## config.mk

```make
export PLATFORM = sky130hd
export DESIGN_NAME = servo_uart_rx_word
export DESIGN_NICKNAME = d
export VERILOG_FILES = /design/src/rtl/servo_uart_rx_word.sv
export SDC_FILE = /design/constraint.sdc
export NUM_CORES = 1
export LEC_CHECK = 0
export BUFFER_PORTS_ARGS = -buffer_cell sky130_fd_sc_hd__clkbuf_2
export CORE_UTILIZATION = 50
export DETAILED_ROUTE_END_ITERATION = 8
export GPL_TIMING_DRIVEN = 0
export PLACE_DENSITY = 0.68
export REMOVE_ABC_BUFFERS = 1
export SYNTH_ARGS = -nofsm -noshare
export SYNTH_HDL_FRONTEND = slang
export SYNTH_SLANG_ARGS = --single-unit
```

## constraint.sdc

```tcl
create_clock -name mclk -period 5.15 [get_ports mclk]
set_input_delay 1.545 -clock mclk [delete_from_list [all_inputs] [get_ports mclk]]
set_output_delay 1.545 -clock mclk [all_outputs]
set_load 0.05 [all_outputs]
```

## src/rtl/servo_uart_rx_word.sv

```systemverilog
// servo_uart_rx_word
// Receives the servo block's UART stream, recovers bytes and pairs them into
// 16-bit words, low byte first.
// The frame is 8N1 by default. Defining SERVO_RX_PARITY_EN switches it to 8E1
// and adds the parity_err output.
// Each byte is sampled mid-bit from a 2-flop synchronised copy of rx.
// A low byte left unpaired for TIMEOUT_BITS bit periods is dropped and reported.
module servo_uart_rx_word #(
    parameter int CLKS_PER_BIT = 434,
    parameter int TIMEOUT_BITS = 20
) (
    input  logic        mclk,
    input  logic        reset,
    input  logic        rx,
    output logic [15:0] word_out,
    output logic        word_valid,
    output logic        frame_err,
    output logic        timeout_err,
`ifdef SERVO_RX_PARITY_EN
    output logic        parity_err,
`endif
    output logic        rx_busy
);

    localparam int CNT_W     = $clog2(CLKS_PER_BIT);
    localparam int TMO_LIMIT = TIMEOUT_BITS * CLKS_PER_BIT;
    localparam int TMO_W     = $clog2(TMO_LIMIT);

    localparam logic [CNT_W-1:0] CNT_MID  = CNT_W'(CLKS_PER_BIT / 2 - 1);
    localparam logic [CNT_W-1:0] CNT_LAST = CNT_W'(CLKS_PER_BIT - 1);
    localparam logic [TMO_W-1:0] TMO_LAST = TMO_W'(TMO_LIMIT - 1);

    typedef enum logic [2:0] {
        ST_IDLE   = 3'd0,
        ST_START  = 3'd1,
        ST_DATA   = 3'd2,
        ST_STOP   = 3'd3
`ifdef SERVO_RX_PARITY_EN
        , ST_PARITY = 3'd4
`endif
    } state_t;

`ifdef SERVO_RX_PARITY_EN
    // Even parity: data bits plus the parity bit must XOR to zero.
    function automatic logic even_parity_bad(input logic [7:0] data, input logic pbit);
        return ^{data, pbit};
    endfunction
`endif

    state_t            state_q, state_d;
    logic              sync1_q, sync1_d;
    logic              rx_s_q, rx_s_d;
    logic [CNT_W-1:0]  cnt_q, cnt_d;
    logic [2:0]        bit_idx_q, bit_idx_d;
    logic [7:0]        shift_q, shift_d;
    logic [7:0]        low_q, low_d;
    logic              pending_q, pending_d;
    logic [TMO_W-1:0]  tmo_q, tmo_d;
    logic              brk_q, brk_d;
    logic [15:0]       word_q, word_d;
    logic              word_valid_q, word_valid_d;
    logic              frame_err_q, frame_err_d;
    logic              timeout_err_q, timeout_err_d;
    logic              rx_busy_q, rx_busy_d;
`ifdef SERVO_RX_PARITY_EN
    logic              par_bad_q, par_bad_d;
    logic              parity_err_q, parity_err_d;
`endif

    // Next-state logic: synchroniser, frame FSM, word pairing and pending-byte timeout.
    always_comb begin
        sync1_d       = rx;
        rx_s_d        = sync1_q;
        state_d       = state_q;
        cnt_d         = cnt_q;
        bit_idx_d     = bit_idx_q;
        shift_d       = shift_q;
        low_d         = low_q;
        pending_d     = pending_q;
        tmo_d         = tmo_q;
        brk_d         = brk_q;
        word_d        = word_q;
        word_valid_d  = 1'b0;
        frame_err_d   = 1'b0;
        timeout_err_d = 1'b0;
`ifdef SERVO_RX_PARITY_EN
        par_bad_d     = par_bad_q;
        parity_err_d  = 1'b0;
`endif
        case (state_q)
            ST_IDLE: begin
                brk_d = 1'b0;
                // A start edge beats a timeout expiring in the same cycle.
                if (!rx_s_q) begin
                    state_d = ST_START;
                    cnt_d   = '0;
                end else if (pending_q) begin
                    if (tmo_q == TMO_LAST) begin
                        pending_d     = 1'b0;
                        timeout_err_d = 1'b1;
                        tmo_d         = '0;
                    end else begin
                        tmo_d = tmo_q + 1'b1;
                    end
                end else begin
                    tmo_d = '0;
                end
            end
            ST_START: begin
                if (cnt_q == CNT_MID) begin
                    cnt_d = '0;
                    if (!rx_s_q) begin
                        state_d   = ST_DATA;
                        bit_idx_d = 3'd0;
                    end else begin
                        // Line went high again before mid start bit: glitch.
                        state_d = ST_IDLE;
                    end
                end else begin
                    cnt_d = cnt_q + 1'b1;
                end
            end
            ST_DATA: begin
                if (cnt_q == CNT_LAST) begin
                    cnt_d   = '0;
                    shift_d = {rx_s_q, shift_q[7:1]};
                    if (bit_idx_q == 3'd7) begin
`ifdef SERVO_RX_PARITY_EN
                        state_d = ST_PARITY;
`else
                        state_d = ST_STOP;
`endif
                    end else begin
                        bit_idx_d = bit_idx_q + 3'd1;
                    end
                end else begin
                    cnt_d = cnt_q + 1'b1;
                end
            end
`ifdef SERVO_RX_PARITY_EN
            ST_PARITY: begin
                if (cnt_q == CNT_LAST) begin
                    cnt_d     = '0;
                    par_bad_d = even_parity_bad(shift_q, rx_s_q);
                    state_d   = ST_STOP;
                end else begin
                    cnt_d = cnt_q + 1'b1;
                end
            end
`endif
            ST_STOP: begin
                if (brk_q) begin
                    // After a bad stop bit, hold here until the line is idle so a
                    // held-low line cannot start another frame.
                    if (rx_s_q) begin
                        state_d = ST_IDLE;
                    end else begin
                        state_d = ST_STOP;
                    end
                end else if (cnt_q == CNT_LAST) begin
                    cnt_d = '0;
                    if (!rx_s_q) begin
                        frame_err_d = 1'b1;
                        pending_d   = 1'b0;
                        brk_d       = 1'b1;
`ifdef SERVO_RX_PARITY_EN
                    end else if (par_bad_q) begin
                        parity_err_d = 1'b1;
                        pending_d    = 1'b0;
                        state_d      = ST_IDLE;
`endif
                    end else begin
                        state_d = ST_IDLE;
                        if (pending_q) begin
                            word_d       = {shift_q, low_q};
                            word_valid_d = 1'b1;
                            pending_d    = 1'b0;
                        end else begin
                            low_d     = shift_q;
                            pending_d = 1'b1;
                            tmo_d     = '0;
                        end
                    end
                end else begin
                    cnt_d = cnt_q + 1'b1;
                end
            end
            default: begin
                state_d = ST_IDLE;
                cnt_d   = '0;
            end
        endcase
        rx_busy_d = (state_d != ST_IDLE);
    end

    // State and output registers; reset aborts any frame and drops a pending byte.
    always_ff @(posedge mclk or posedge reset) begin
        if (reset) begin
            sync1_q       <= 1'b1;
            rx_s_q        <= 1'b1;
            state_q       <= ST_IDLE;
            cnt_q         <= '0;
            bit_idx_q     <= 3'd0;
            shift_q       <= 8'h00;
            low_q         <= 8'h00;
            pending_q     <= 1'b0;
            tmo_q         <= '0;
            brk_q         <= 1'b0;
            word_q        <= 16'h0000;
            word_valid_q  <= 1'b0;
            frame_err_q   <= 1'b0;
            timeout_err_q <= 1'b0;
            rx_busy_q     <= 1'b0;
`ifdef SERVO_RX_PARITY_EN
            par_bad_q     <= 1'b0;
            parity_err_q  <= 1'b0;
`endif
        end else begin
            sync1_q       <= sync1_d;
            rx_s_q        <= rx_s_d;
            state_q       <= state_d;
            cnt_q         <= cnt_d;
            bit_idx_q     <= bit_idx_d;
            shift_q       <= shift_d;
            low_q         <= low_d;
            pending_q     <= pending_d;
            tmo_q         <= tmo_d;
            brk_q         <= brk_d;
            word_q        <= word_d;
            word_valid_q  <= word_valid_d;
            frame_err_q   <= frame_err_d;
            timeout_err_q <= timeout_err_d;
            rx_busy_q     <= rx_busy_d;
`ifdef SERVO_RX_PARITY_EN
            par_bad_q     <= par_bad_d;
            parity_err_q  <= parity_err_d;
`endif
        end
    end

    assign word_out    = word_q;
    assign word_valid  = word_valid_q;
    assign frame_err   = frame_err_q;
    assign timeout_err = timeout_err_q;
    assign rx_busy     = rx_busy_q;
`ifdef SERVO_RX_PARITY_EN
    assign parity_err  = parity_err_q;
`endif

endmodule

```

Word-level counts from Yosys, hierarchy flattened
Cells that the tools add are included.
Widths: inputs -> output; s select.
- register bits: 69
- add/sub/neg operators: 3
- eq/ne operators: 17
- mux-type cells: 51
- bitwise operators: 2
- reductions and logical operators: 11
- operators by type and width (kind ; number):
    $mux 14 ; 7
    $mux 9 ; 4
    $pmux 9 s4 ; 1
    $mux 3 ; 11
    $pmux 14 s2 ; 1
    $mux 1 ; 21
    $ne 2x2->1 const B ; 10
    $reduce_and 5->1 ; 3
    $add 14x1->14 const B ; 1
    $eq 14x14->1 const B ; 1
    $pmux 3 s4 ; 1
    $add 9x1->9 const B ; 1
    $eq 9x8->1 const B ; 1
    $eq 9x9->1 const B ; 1
    $eq 3x2->1 const B ; 2
    $pmux 3 s2 ; 1
    $reduce_and 6->1 ; 1
    $mux 2 ; 2
    $pmux 1 s2 ; 2
    $reduce_and 2->1 ; 2
    $reduce_and 4->1 ; 1
    $reduce_bool 2->1 ; 2
    $add 3x1->3 const B ; 1
    $eq 3x1->1 const B ; 1
    other kinds (4) ; 5

Depth between registers and ports, before layout
- depth after elaboration: 5
- mapped depth: 7
- gate-level depth less buffers: 7

Worst setup path after synthesis
Ideal clock, no wire load.
- kind: register to output
- from: register word_q[0], in the netlist word_out[0]
- to: output word_out[0]
- arrival time: 597 ps
- data required time: 3605 ps
- setup slack: 3008 ps
- cell stages (with the launch flop): 1
- path buffers: 0
- path through: dfrtp_1
- RTL lines (what ; RTL line ; source):
    from (decl) ; 60 ; logic [15:0] word_q, word_d;
    from (signal assigned) ; 229 ; word_q <= word_d;
    to (decl) ; 15 ; output logic [15:0] word_out,
No word-level cell between the ends.

Worst setup path after layout
- from: register word_q[5], in the netlist word_out[5]
- to: output word_out[5]
No word-level cell between the ends.

==> flow_summary.yaml <==
status:
  status: "completed"
timing:
  setup_violations: 0
  fin_hold_ws_ns: 0.3652
  clock-skew-final_ns: 0.007706
  finalCriticalPeriod_ns: 2.523
  tightest_slew_ns: 0.8482
  rsz0062_at_grt: "false"
  finalMaxSlewViolations: 0
  setup_tns_ns: 0
  max_freq_mhz: 396.4
  period_share: 0.4899
  finalHoldViolations: 0
  maxSlewHeadroom: 0.4328
worst_setup_path:
  crit_fanout: 2
  crit_family: "flip-flops"
  crit_chain: "clkbuf_2"
  startpoint: "word_out[5]$_DFFE_PP0P_"
  worstSetupStartpointType: "register"
  arrival_ns: 0.98
  setup.worst_path.end_class: "primary output"
  crit_required_ns: 3.61
  max_stage_delay_ns: 0.36
  path_buf_inv: 1
  critPathKind: "register to primary output"
  crit_slowest_cell: "dfrtp_1"
  r2r_start: "state_q[2]$_DFF_PP0_"
pwr:
  p_leak_nw: 1.754
  power_mw: 1.023
  p_per_area_nw_per_um2: 282.2
  peakVddDrop_uv: 152.5
synthesis:
  synth-edff-count: 0
  ys_types: 58
  synth_area_um2: 3258
  synth.yosys.seq_area_share: 0.5307
  synth_seq_cells: 69
  synth_async_sr_flop_share: 1.000
  yosys_warnings: 0
  avgSynthCellArea_um2: 10.97
  ys.flop_type: "dfrtp_1"
  synthCells: 297
routing:
  via_count: 2276
  wl_per_cell_um: 14.38
  drt_wl_total_mm: 5.838
  drc: 0
  first_pass_iters: 4
  drt_iter0_markers: 128
  via_per_inst: 5.606
  antenna_left: 0
grt:
  grt_pass1_vias: 2098
  grt_pass1_wl_mm: 9.701
  grt_overflow: 0
  grt_max_degree: 70
  antenna_found_initial: 0
  grt_util_all_layers: 0.1925
clock_tree:
  cts_buffers: 9
  hold_buffers: 0
  cts_tree: "yes"
  cts_root_buffer: "clkbuf_8"
  clock_path_buffers: 2
  clk-insertion-delay-late_ns: 0.34
  h-tree-depth: 3
  cts.reportedPaths.clkPinSlew_ns: 0.08
  cts_resized: 0
  postCtsSetupRepairBufs: 0
  cts.sinks: 69
die:
  core_area_um2: 6314
  fp.dieArea_um2: 6843
  initial_core_util: 0.5161
  io_pins: 23
  die_h_um: 82.73
  dieWidth_um: 82.73
  num_rows: 29
place:
  portBuffers: 22
  gp_congestion: 0.8274
  dpl.hpwl_mm: 4.041
cells_and_area:
  nets: 333
  final_util: 0.5743
  drive_above_1_share: 0.2462
  diodes: 0
  syn2layout_area_growth_pct: 11.29
worst_hold_path:
  hp-class: "register to register"
  hold_start: "rx_s_d$_DFF_PP1_"
run:
  maxCapViolations: 0
worst paths after layout:
kind | slack, ns | endpoint | cells past startpoint
setup / recovery | 2.63 | word_out[5] | 1
hold / removal | 0.37 | rx_s_q$_DFF_PP1_ | 0
setup reg to reg | 2.68 | word_out[0]$_DFFE_PP0P_ | 4
hold reg to reg | 0.37 | rx_s_q$_DFF_PP1_ | 0
max in group asynchronous | 3.28 | word_out[1]$_DFFE_PP0P_ | 2
min in group asynchronous | 1.36 | word_out[0]$_DFFE_PP0P_ | 2
through the flow:
step                instance area (µm²)  cells  setup WS, ns
floorplan                          3219    291         1.868
global placement                   3426    390         1.074
detailed placement                 3428    390         2.614
CTS                                3626    406         2.588
global route                       3626    406         2.442
finish                             3626    406         2.627
worst register-to-register path, stage by stage, from the launching register on:
cell	delay (ns)
dfrtp_1	0.48
and2b_1	0.33
nor3b_1	0.27
nand4_1	0.71
mux2_2	0.55
routing by layer:
layer | GRT usage | vias to the layer above | wire, µm
met3 | 0.03626 | 10 | 215
met5 | 0 | - | 0
met1 | 0.2633 | 1092 | 2762
met4 | 0.09310 | 0 | 118
met2 | 0.2934 | 38 | 2742
li1 | - | 1136 | -
synthesized netlist by cell type (2+ instances only):
cell,instances,share of area
dfrtp_1,67,0.51
nand2_1,48,0.055
mux2_2,27,0.093
o21ai_0,17,0.026
nor2_1,15,0.017
a21oi_1,11,0.017
nand3_1,9,0.014
a31oi_1,8,0.015
nor3_1,8,0.012
inv_1,7,0.0081
ha_1,6,0.023
nand4_1,5,0.0096
nor2b_1,5,0.0096
or3_1,5,0.0096
a22o_1,4,0.011
a211oi_1,2,0.0046
a21o_1,2,0.0046
a311oi_1,2,0.0054
a32o_1,2,0.0061
and2_1,2,0.0038
and3_2,2,0.0046
clkbuf_1,2,0.0023
dfstp_2,2,0.016
nor3b_1,2,0.0046
o211ai_1,2,0.0046
or4_1,2,0.0046
xor2_1,2,0.0054
cell usage in the layout, fill, tap and decap left out, types with 9 or more instances in the layout:
| cell | Yosys | routed |
|---|---|---|
| dfrtp_1 | 67 | 67 |
| nand2_1 | 48 | 48 |
| mux2_2 | 27 | 27 |
| clkbuf_2 | 1 | 22 |
| o21ai_0 | 17 | 17 |
| nor2_1 | 15 | 15 |
| a21oi_1 | 11 | 11 |
| nand3_1 | 9 | 9 |
| clkbuf_8 | 1 | 9 |
logic make-up (layout without fill, tap and decap cells):
logic type | count (synthesis) | in the layout | share of synthesized area
xor gates and xnor gates | 2 | 2 | 0.005377
and+or+nand+nor | 119 | 119 | 0.1966
muxes | 27 | 27 | 0.09332
buffers and inverters | 13 | 45 | 0.01997
DFF | 69 | 69 | 0.5307
adders and majority gates | 6 | 6 | 0.02304
AOI/OAI and AO/OA | 60 | 60 | 0.1298
other | 1 | 1 | 0.001151
registers in the layout, summed over array words and instances, names as in the netlist:
register     cells
cnt_q            9
low_q            8
frame_err        1
tmo_q           14
shift_q          8
word_out        16
bit_idx_q        3
state_q          3
timeout_err      1
rx_s_d           1
rx_s_q           1
pending_q        1
rx_busy          1
word_valid       1
brk_q            1
report_power, final:
| part | leakage [nW] | internal (mW) | switching (mW) | total, mW |
|---|---|---|---|---|
| logic | 0.703 | 0.00854 | 0.0244 | 0.0329 |
| registers | 0.952 | 0.545 | 0.00489 | 0.550 |
| clock network | 0.100 | 0.226 | 0.214 | 0.440 |
| total | 1.75 | 0.779 | 0.244 | 1.02 |
layout make-up:
cell class,count,area (µm²)
Clock buffer,9,123.9
Clock inverter,7,73.82
Fill cell,548,2688
Inverter,7,28.78
Multi-Input combinational cell,215,1464
Sequential cell,69,1729
Tap cell,77,96.34
Timing Repair Buffer,22,110.1
Power figures use the tool's default switching activity.
